[config.mk]
export PLATFORM = sky130hd
export DESIGN_NAME = fetch_reg_r_flat
export DESIGN_NICKNAME = d
export VERILOG_FILES = /design/src/rtl/fetch_reg_r_pkg.sv /design/src/rtl/fetch_reg_r_if.sv /design/src/rtl/fetch_reg_r_fetch_buffer.sv /design/src/rtl/fetch_reg_r.sv /design/src/flat_wrapper.sv
export SDC_FILE = /design/constraint.sdc
export NUM_CORES = 1
export LEC_CHECK = 0
export BUFFER_PORTS_ARGS = -buffer_cell sky130_fd_sc_hd__buf_4
export CAP_MARGIN = 40
export CORE_MARGIN = 5
export CORE_UTILIZATION = 55
export DETAILED_ROUTE_END_ITERATION = 12
export PLACE_DENSITY = 0.79
export SLEW_MARGIN = 30
export SYNTH_ARGS = -nofsm -noshare
export SYNTH_HDL_FRONTEND = slang
export SYNTH_SLANG_ARGS = --single-unit
[constraint.sdc]
create_clock -name clk_i -period 7.3 [get_ports clk_i]
set_input_delay 0.365 -clock clk_i [delete_from_list [all_inputs] [get_ports clk_i]]
set_output_delay 0.365 -clock clk_i [all_outputs]
set_load 0.005 [all_outputs]
[src/rtl/fetch_reg_r_pkg.sv]
// Shared CPU fetch definitions: PC stepping, reset address, buffer sizing and entry payload.
package fetch_reg_r_pkg;

    localparam int unsigned XLEN      = 32;
    localparam int unsigned BUF_DEPTH = 2;
    localparam int unsigned CNT_W     = 2;
    localparam int unsigned PTR_W     = 1;
    localparam int unsigned OCC_W     = 3;

    localparam logic [XLEN-1:0] PC_STEP          = 32'd4;
    localparam logic [XLEN-1:0] DEFAULT_RESET_PC = 32'h0000_0000;

    typedef struct packed {
        logic [XLEN-1:0] pc;
        logic [XLEN-1:0] inst;
    } fetch_entry_t;

    // Force an address onto a word boundary.
    function automatic logic [XLEN-1:0] word_align(input logic [XLEN-1:0] addr);
        return addr & ~XLEN'(3);
    endfunction

endpackage

[src/rtl/fetch_reg_r_if.sv]
// Fetch-stage bundle: decode handshake, execute redirect and instruction-memory port.
interface fetch_reg_r_if;
    import fetch_reg_r_pkg::*;

    logic            stall_i;
    logic            branch_en_i;
    logic [XLEN-1:0] branch_target_i;
    logic            imem_req_o;
    logic [XLEN-1:0] imem_addr_o;
    logic [XLEN-1:0] imem_data_i;
    logic            valid_o;
    logic [XLEN-1:0] pc_o;
    logic [XLEN-1:0] inst_o;

    modport master (
        input  stall_i,
        input  branch_en_i,
        input  branch_target_i,
        input  imem_data_i,
        output imem_req_o,
        output imem_addr_o,
        output valid_o,
        output pc_o,
        output inst_o
    );

    modport slave (
        output stall_i,
        output branch_en_i,
        output branch_target_i,
        output imem_data_i,
        input  imem_req_o,
        input  imem_addr_o,
        input  valid_o,
        input  pc_o,
        input  inst_o
    );

endinterface

[src/rtl/fetch_reg_r_fetch_buffer.sv]
// Two-entry {pc, inst} FIFO with synchronous clear; head entry is read straight from storage.
module fetch_buffer
    import fetch_reg_r_pkg::*;
(
    input  logic             clk_i,
    input  logic             clr_i,
    input  logic             enq_i,
    input  logic             deq_i,
    input  fetch_entry_t     enq_data_i,
    output logic [CNT_W-1:0] count_o,
    output fetch_entry_t     head_o
);

    fetch_entry_t     mem_q [BUF_DEPTH];
    logic [PTR_W-1:0] head_q;
    logic [CNT_W-1:0] count_q;
    logic [PTR_W-1:0] tail_c;

    // Tail wraps modulo depth; a full buffer never sees an enqueue.
    assign tail_c = head_q + PTR_W'(count_q);

    always_ff @(posedge clk_i) begin
        if (clr_i) begin
            head_q  <= '0;
            count_q <= '0;
        end else begin
            if (deq_i) begin
                head_q <= head_q + PTR_W'(1);
            end
            count_q <= count_q + CNT_W'(enq_i) - CNT_W'(deq_i);
        end
    end

    always_ff @(posedge clk_i) begin
        if (enq_i && !clr_i) begin
            mem_q[tail_c] <= enq_data_i;
        end
    end

    assign count_o = count_q;
    assign head_o  = mem_q[head_q];

endmodule

[src/rtl/fetch_reg_r.sv]
// Instruction-fetch stage: owns the PC, issues credit-limited imem reads and
// buffers returns so decode stalls never drop or duplicate instructions.
module fetch_reg_r
    import fetch_reg_r_pkg::*;
#(
    parameter logic [XLEN-1:0] RESET_PC = DEFAULT_RESET_PC
) (
    input  logic          clk_i,
    input  logic          reset_i,
    fetch_reg_r_if.master bus
);

    logic [XLEN-1:0]  fetch_pc_q;
    logic             pend_v_q;
    logic [XLEN-1:0]  pend_pc_q;

    logic [CNT_W-1:0] buf_count;
    fetch_entry_t     buf_head;
    fetch_entry_t     buf_enq_data;

    logic             valid_c;
    logic             deq_c;
    logic [OCC_W-1:0] occ_c;
    logic             issue_c;
    logic             redirect_c;
    logic [XLEN-1:0]  branch_addr_c;
    logic             buf_clr_c;

    // Credit check: entries held plus in flight, after this cycle's dequeue, must leave room.
    always_comb begin
        branch_addr_c = word_align(bus.branch_target_i);
        valid_c       = !reset_i && (buf_count != '0);
        deq_c         = valid_c && !bus.stall_i;
        occ_c         = OCC_W'(buf_count) + OCC_W'(pend_v_q) - OCC_W'(deq_c);
        issue_c       = occ_c < OCC_W'(BUF_DEPTH);
        redirect_c    = bus.branch_en_i && !reset_i;
        buf_clr_c     = reset_i || bus.branch_en_i;
        buf_enq_data  = '{pc: pend_pc_q, inst: bus.imem_data_i};
    end

    always_ff @(posedge clk_i) begin
        if (reset_i) begin
            fetch_pc_q <= RESET_PC;
            pend_v_q   <= 1'b0;
            pend_pc_q  <= RESET_PC;
        end else if (bus.branch_en_i) begin
            fetch_pc_q <= branch_addr_c + PC_STEP;
            pend_v_q   <= 1'b1;
            pend_pc_q  <= branch_addr_c;
        end else if (issue_c) begin
            fetch_pc_q <= fetch_pc_q + PC_STEP;
            pend_v_q   <= 1'b1;
            pend_pc_q  <= fetch_pc_q;
        end else begin
            pend_v_q   <= 1'b0;
        end
    end

    fetch_buffer u_fetch_buffer (
        .clk_i      (clk_i),
        .clr_i      (buf_clr_c),
        .enq_i      (pend_v_q),
        .deq_i      (deq_c),
        .enq_data_i (buf_enq_data),
        .count_o    (buf_count),
        .head_o     (buf_head)
    );

    assign bus.imem_req_o  = !reset_i && (redirect_c || issue_c);
    assign bus.imem_addr_o = redirect_c ? branch_addr_c : fetch_pc_q;
    assign bus.valid_o     = valid_c;
    assign bus.pc_o        = buf_head.pc;
    assign bus.inst_o      = buf_head.inst;

endmodule

[src/flat_wrapper.sv]
// flat-port wrapper written by rule: the top's interface ports become plain ports
module fetch_reg_r_flat import fetch_reg_r_pkg::*;
#(
    parameter logic [XLEN-1:0] RESET_PC = DEFAULT_RESET_PC
)
  (clk_i, reset_i, bus_stall_i, bus_branch_en_i, bus_branch_target_i, bus_imem_data_i, bus_imem_req_o, bus_imem_addr_o, bus_valid_o, bus_pc_o, bus_inst_o);
  fetch_reg_r_if bus_i ();
  input  logic clk_i;
  input  logic reset_i;
  input wire logic [$bits(bus_i.stall_i)-1:0] bus_stall_i;
  input wire logic [$bits(bus_i.branch_en_i)-1:0] bus_branch_en_i;
  input wire logic [$bits(bus_i.branch_target_i)-1:0] bus_branch_target_i;
  input wire logic [$bits(bus_i.imem_data_i)-1:0] bus_imem_data_i;
  output wire logic [$bits(bus_i.imem_req_o)-1:0] bus_imem_req_o;
  output wire logic [$bits(bus_i.imem_addr_o)-1:0] bus_imem_addr_o;
  output wire logic [$bits(bus_i.valid_o)-1:0] bus_valid_o;
  output wire logic [$bits(bus_i.pc_o)-1:0] bus_pc_o;
  output wire logic [$bits(bus_i.inst_o)-1:0] bus_inst_o;
  assign bus_i.stall_i = bus_stall_i;
  assign bus_i.branch_en_i = bus_branch_en_i;
  assign bus_i.branch_target_i = bus_branch_target_i;
  assign bus_i.imem_data_i = bus_imem_data_i;
  assign bus_imem_req_o = bus_i.imem_req_o;
  assign bus_imem_addr_o = bus_i.imem_addr_o;
  assign bus_valid_o = bus_i.valid_o;
  assign bus_pc_o = bus_i.pc_o;
  assign bus_inst_o = bus_i.inst_o;
  fetch_reg_r #(.RESET_PC(RESET_PC)) u_core (.clk_i(clk_i), .reset_i(reset_i), .bus(bus_i));
endmodule
==> reports/qor.txt <==
Max-slew headroom -> 0.484
Buffers on Ports -> 159
min-delay src -> bus_imem_data_i[6]
worst hold endpoint -> u_core.u_fetch_buffer.mem_q[0][6]
FF-to-FF End -> u_core.fetch_pc_q[29]
DRC violations left -> 0
Crit path arrival time -> 3.43 ns
reg-to-reg slack, setup -> 4.05 ns
Detail Route Antenna Nets -> 0
Synth area leaders -> edfxtp_1 43%, dfxtp_1 15%, mux2_2 8.5%
Worst-Skew Late Latency -> 0.43 ns
GR peak layer -> met2
drt wl/cell -> 17.6 um
clock skew -> 0.00987 ns
number of fill cells in the layout -> 1130
die span in y -> 135 um
Pleak -> 0.00407 uW
fin crit share -> 0.520
ys flop type -> edfxtp_1
Post-Route WL -> 19.9 mm
Synth top area share -> 0.434
VDD IR max -> 0.184 mV
CTS tree -> built
layout cell share with drive strength beyond 1 -> 0.301
Initial Util -> 0.562
CP Capture Type -> output pin
R2R cell count -> 14
mapped cell area -> 0.00857 mm2
Layout area overhead -> 23.5%
I/O Pins -> 166
Hold Path Cell Cnt -> 1
TritonCTS Buffers -> 17
Worst Setup Start Kind -> register
PD cells -> 228 mW/mm2
post-cts sizing count -> 0
Clk pin slew, worst setup/hold paths -> 0.07 ns
Slew Limit Fails -> 0
FMAX -> 263 MHz
Synth Register Bits -> 189
Seq pwr share -> 0.508
first-pass GRT wire length -> 30.9 mm
synthesized area per cell -> 11.3 um2
Max clock buf depth -> 2
final setup fails -> 0
grt met1 use -> 0.282
met3 Use GR -> 0.0440
largest net degree at the start of global routing -> 80
TritonRoute pass-1 iters -> 5
Pint -> 1850 uW
Fin. Hold Viols -> 0
most common cell in the synthesized netlist -> nand2_1
die area -> 0.0182 mm2
RSZ-0062 raised after global routing -> false
Total Routing Usage GR -> 0.215
routability congestion estimate -> 0.866
CTS sink cnt -> 189
Yosys cell types -> 57
Tmin final -> 3.80 ns
number of max-cap violations -> 0
fin area -> 0.0106 mm2
root buffer cell -> clkbuf_16
Nets -> 979
n_diodes -> 0
largest area contributor in the synthesized netlist -> edfxtp_1
Logic pwr share -> 0.113
Post-synth top cells -> 153 x nand2_1, 124 x edfxtp_1, 65 x dfxtp_1, 65 x mux2_2, 57 x nor2_1
Fin Setup TNS -> 0 ns
Setup CP Type -> reg2out
met2 Track Usage GR -> 0.360
die width -> 135 um
Post-synth EDFFs -> 124
post-synthesis sequential area ratio -> 0.586
asr flop ratio synth -> 0
initial antenna violation count -> 0
type of the most critical hold path -> in2reg
yosys warns -> 0
Tot Pwr -> 2410 uW
Std-Cell Rows -> 45
Net Switching -> 558 uW
GR Overflow Total -> 0
vias in the first global route -> 5990
Clk pwr share -> 0.379
hold buffer count at cts -> 0
CP required -> 6.93 ns
worst-path fanout max -> 23
status -> complete, no violations
post-route non-filler standard cell count -> 1131
Placed Cells -> 1096
Core ar. -> 0.0153 mm2
reg-to-reg critical path startpoint -> u_core.u_fetch_buffer.count_o[1]
Via density -> 5.53
area of placed instances -> 0.00993 mm2
Setup Buffers After CTS -> 0
CTS HTree Levels -> 4
Cells after Synth -> 760
Post-DP HPWL -> 13.1 mm
worst-margin pin slew -> 0.774 ns
sw frac -> 0.232
vias -> 6256
First DRT Iteration DRCs -> 535
## worst max-delay path: stages, from the launching register on
cell	delay, ns
dfxtp_1	0.39
nor2_1	0.08
nor3_1	0.31
ha_1	0.30
inv_1	0.06
ha_1	0.12
inv_1	0.05
fa_1	0.37
xnor2_1	0.14
and2_1	0.15
buf_4	0.21
nor2_1	0.31
buf_4	0.27
nor2_1	0.06
buf_4	0.16
## power groups by stage
stage	Sequential, uW	Clock [uW]	Combinational (uW)
floorplan	1240	0	152
global placement	1240	0	265
detailed placement	1250	0	269
CTS	1220	928	271
global route	1230	971	299
finish	1220	914	273
## sequential cells by signal, indices dropped and copies added, names as in the netlist, named ones only
name,cells
u_core.u_fetch_buffer.mem_q,124
u_core.pend_pc_q,30
u_core.u_fetch_buffer.head_q,1
u_core.pend_v_q,1
u_core.fetch_pc_q,30
u_core.u_fetch_buffer.count_o,2
## how the worst max path moves through the flow
| stage | startpoint | end | slack (ns) | depth (start not counted) |
|---|---|---|---|---|
| 2_1_floorplan | bus_branch_en_i | u_core.u_fetch_buffer.mem_q[1][0] | 1.46 | 6 |
| 3_3_place_gp | reset_i | bus_imem_req_o | 3.66 | 14 |
| 3_5_place_dp | reset_i | bus_imem_req_o | 3.63 | 14 |
| 4_1_cts | u_core.u_fetch_buffer.count_o[1] | bus_imem_req_o | 3.49 | 14 |
| 5_1_grt | u_core.u_fetch_buffer.count_o[1] | bus_imem_req_o | 3.32 | 14 |
| 6_report | u_core.u_fetch_buffer.count_o[1] | bus_imem_req_o | 3.50 | 14 |
## metal layers
| metal | wire (um) | part of all wire |
|---|---|---|
| met1 | 8380 | 0.42 |
| met2 | 9600 | 0.48 |
| met3 | 1440 | 0.072 |
| met4 | 451 | 0.023 |
| met5 | 0 | 0 |
## layout by cell type (no fill, tap or decap), drive strengths merged, types with 9 or more instances in the layout
cell type  count
o22ai          9
mux2i         13
dfxtp         65
clkbuf        21
a21oi         20
nand2        153
a211oi        17
a311oi        11
nor3          14
xnor2         27
nor2          57
buf          173
o21ai         18
mux2          65
edfxtp       124
nand4         15
nand3         17
xor2          15
## through the flow
stage / util / hold WS, ns / setup WS (ns)
2_1_floorplan: - / 0.425 / 1.46
3_3_place_gp: 0.650 / 0.431 / 3.66
3_5_place_dp: 0.651 / 0.438 / 3.63
4_1_cts: 0.689 / 0.111 / 3.49
5_1_grt: 0.694 / 0.110 / 3.32
6_report: 0.694 / 0.122 / 3.50
## layout make-up
class | count | area [um2] | area share
timing repair buffer | 174 | 1360 | 0.128
clock inverter | 11 | 143 | 0.0135
tap | 211 | 264 | 0.0249
sequential | 189 | 5030 | 0.475
clock buffer | 21 | 440 | 0.0416
inverter | 9 | 33.8 | 0.00319
multi-input combinational | 516 | 3320 | 0.313
## kinds of logic after synthesis
logic type                 count (synthesis)  synth area share
AOI/OAI and AO/OA                         94            0.0771
xor gates and xnor gates                  42            0.0429
other                                      1          0.000438
muxes                                     78             0.101
DFF                                      189             0.586
and+or+nand+nor                          294             0.157
buffers and inverters                     58            0.0289
adders and majority gates                  4           0.00672
(Power assumes the default switching activity.)
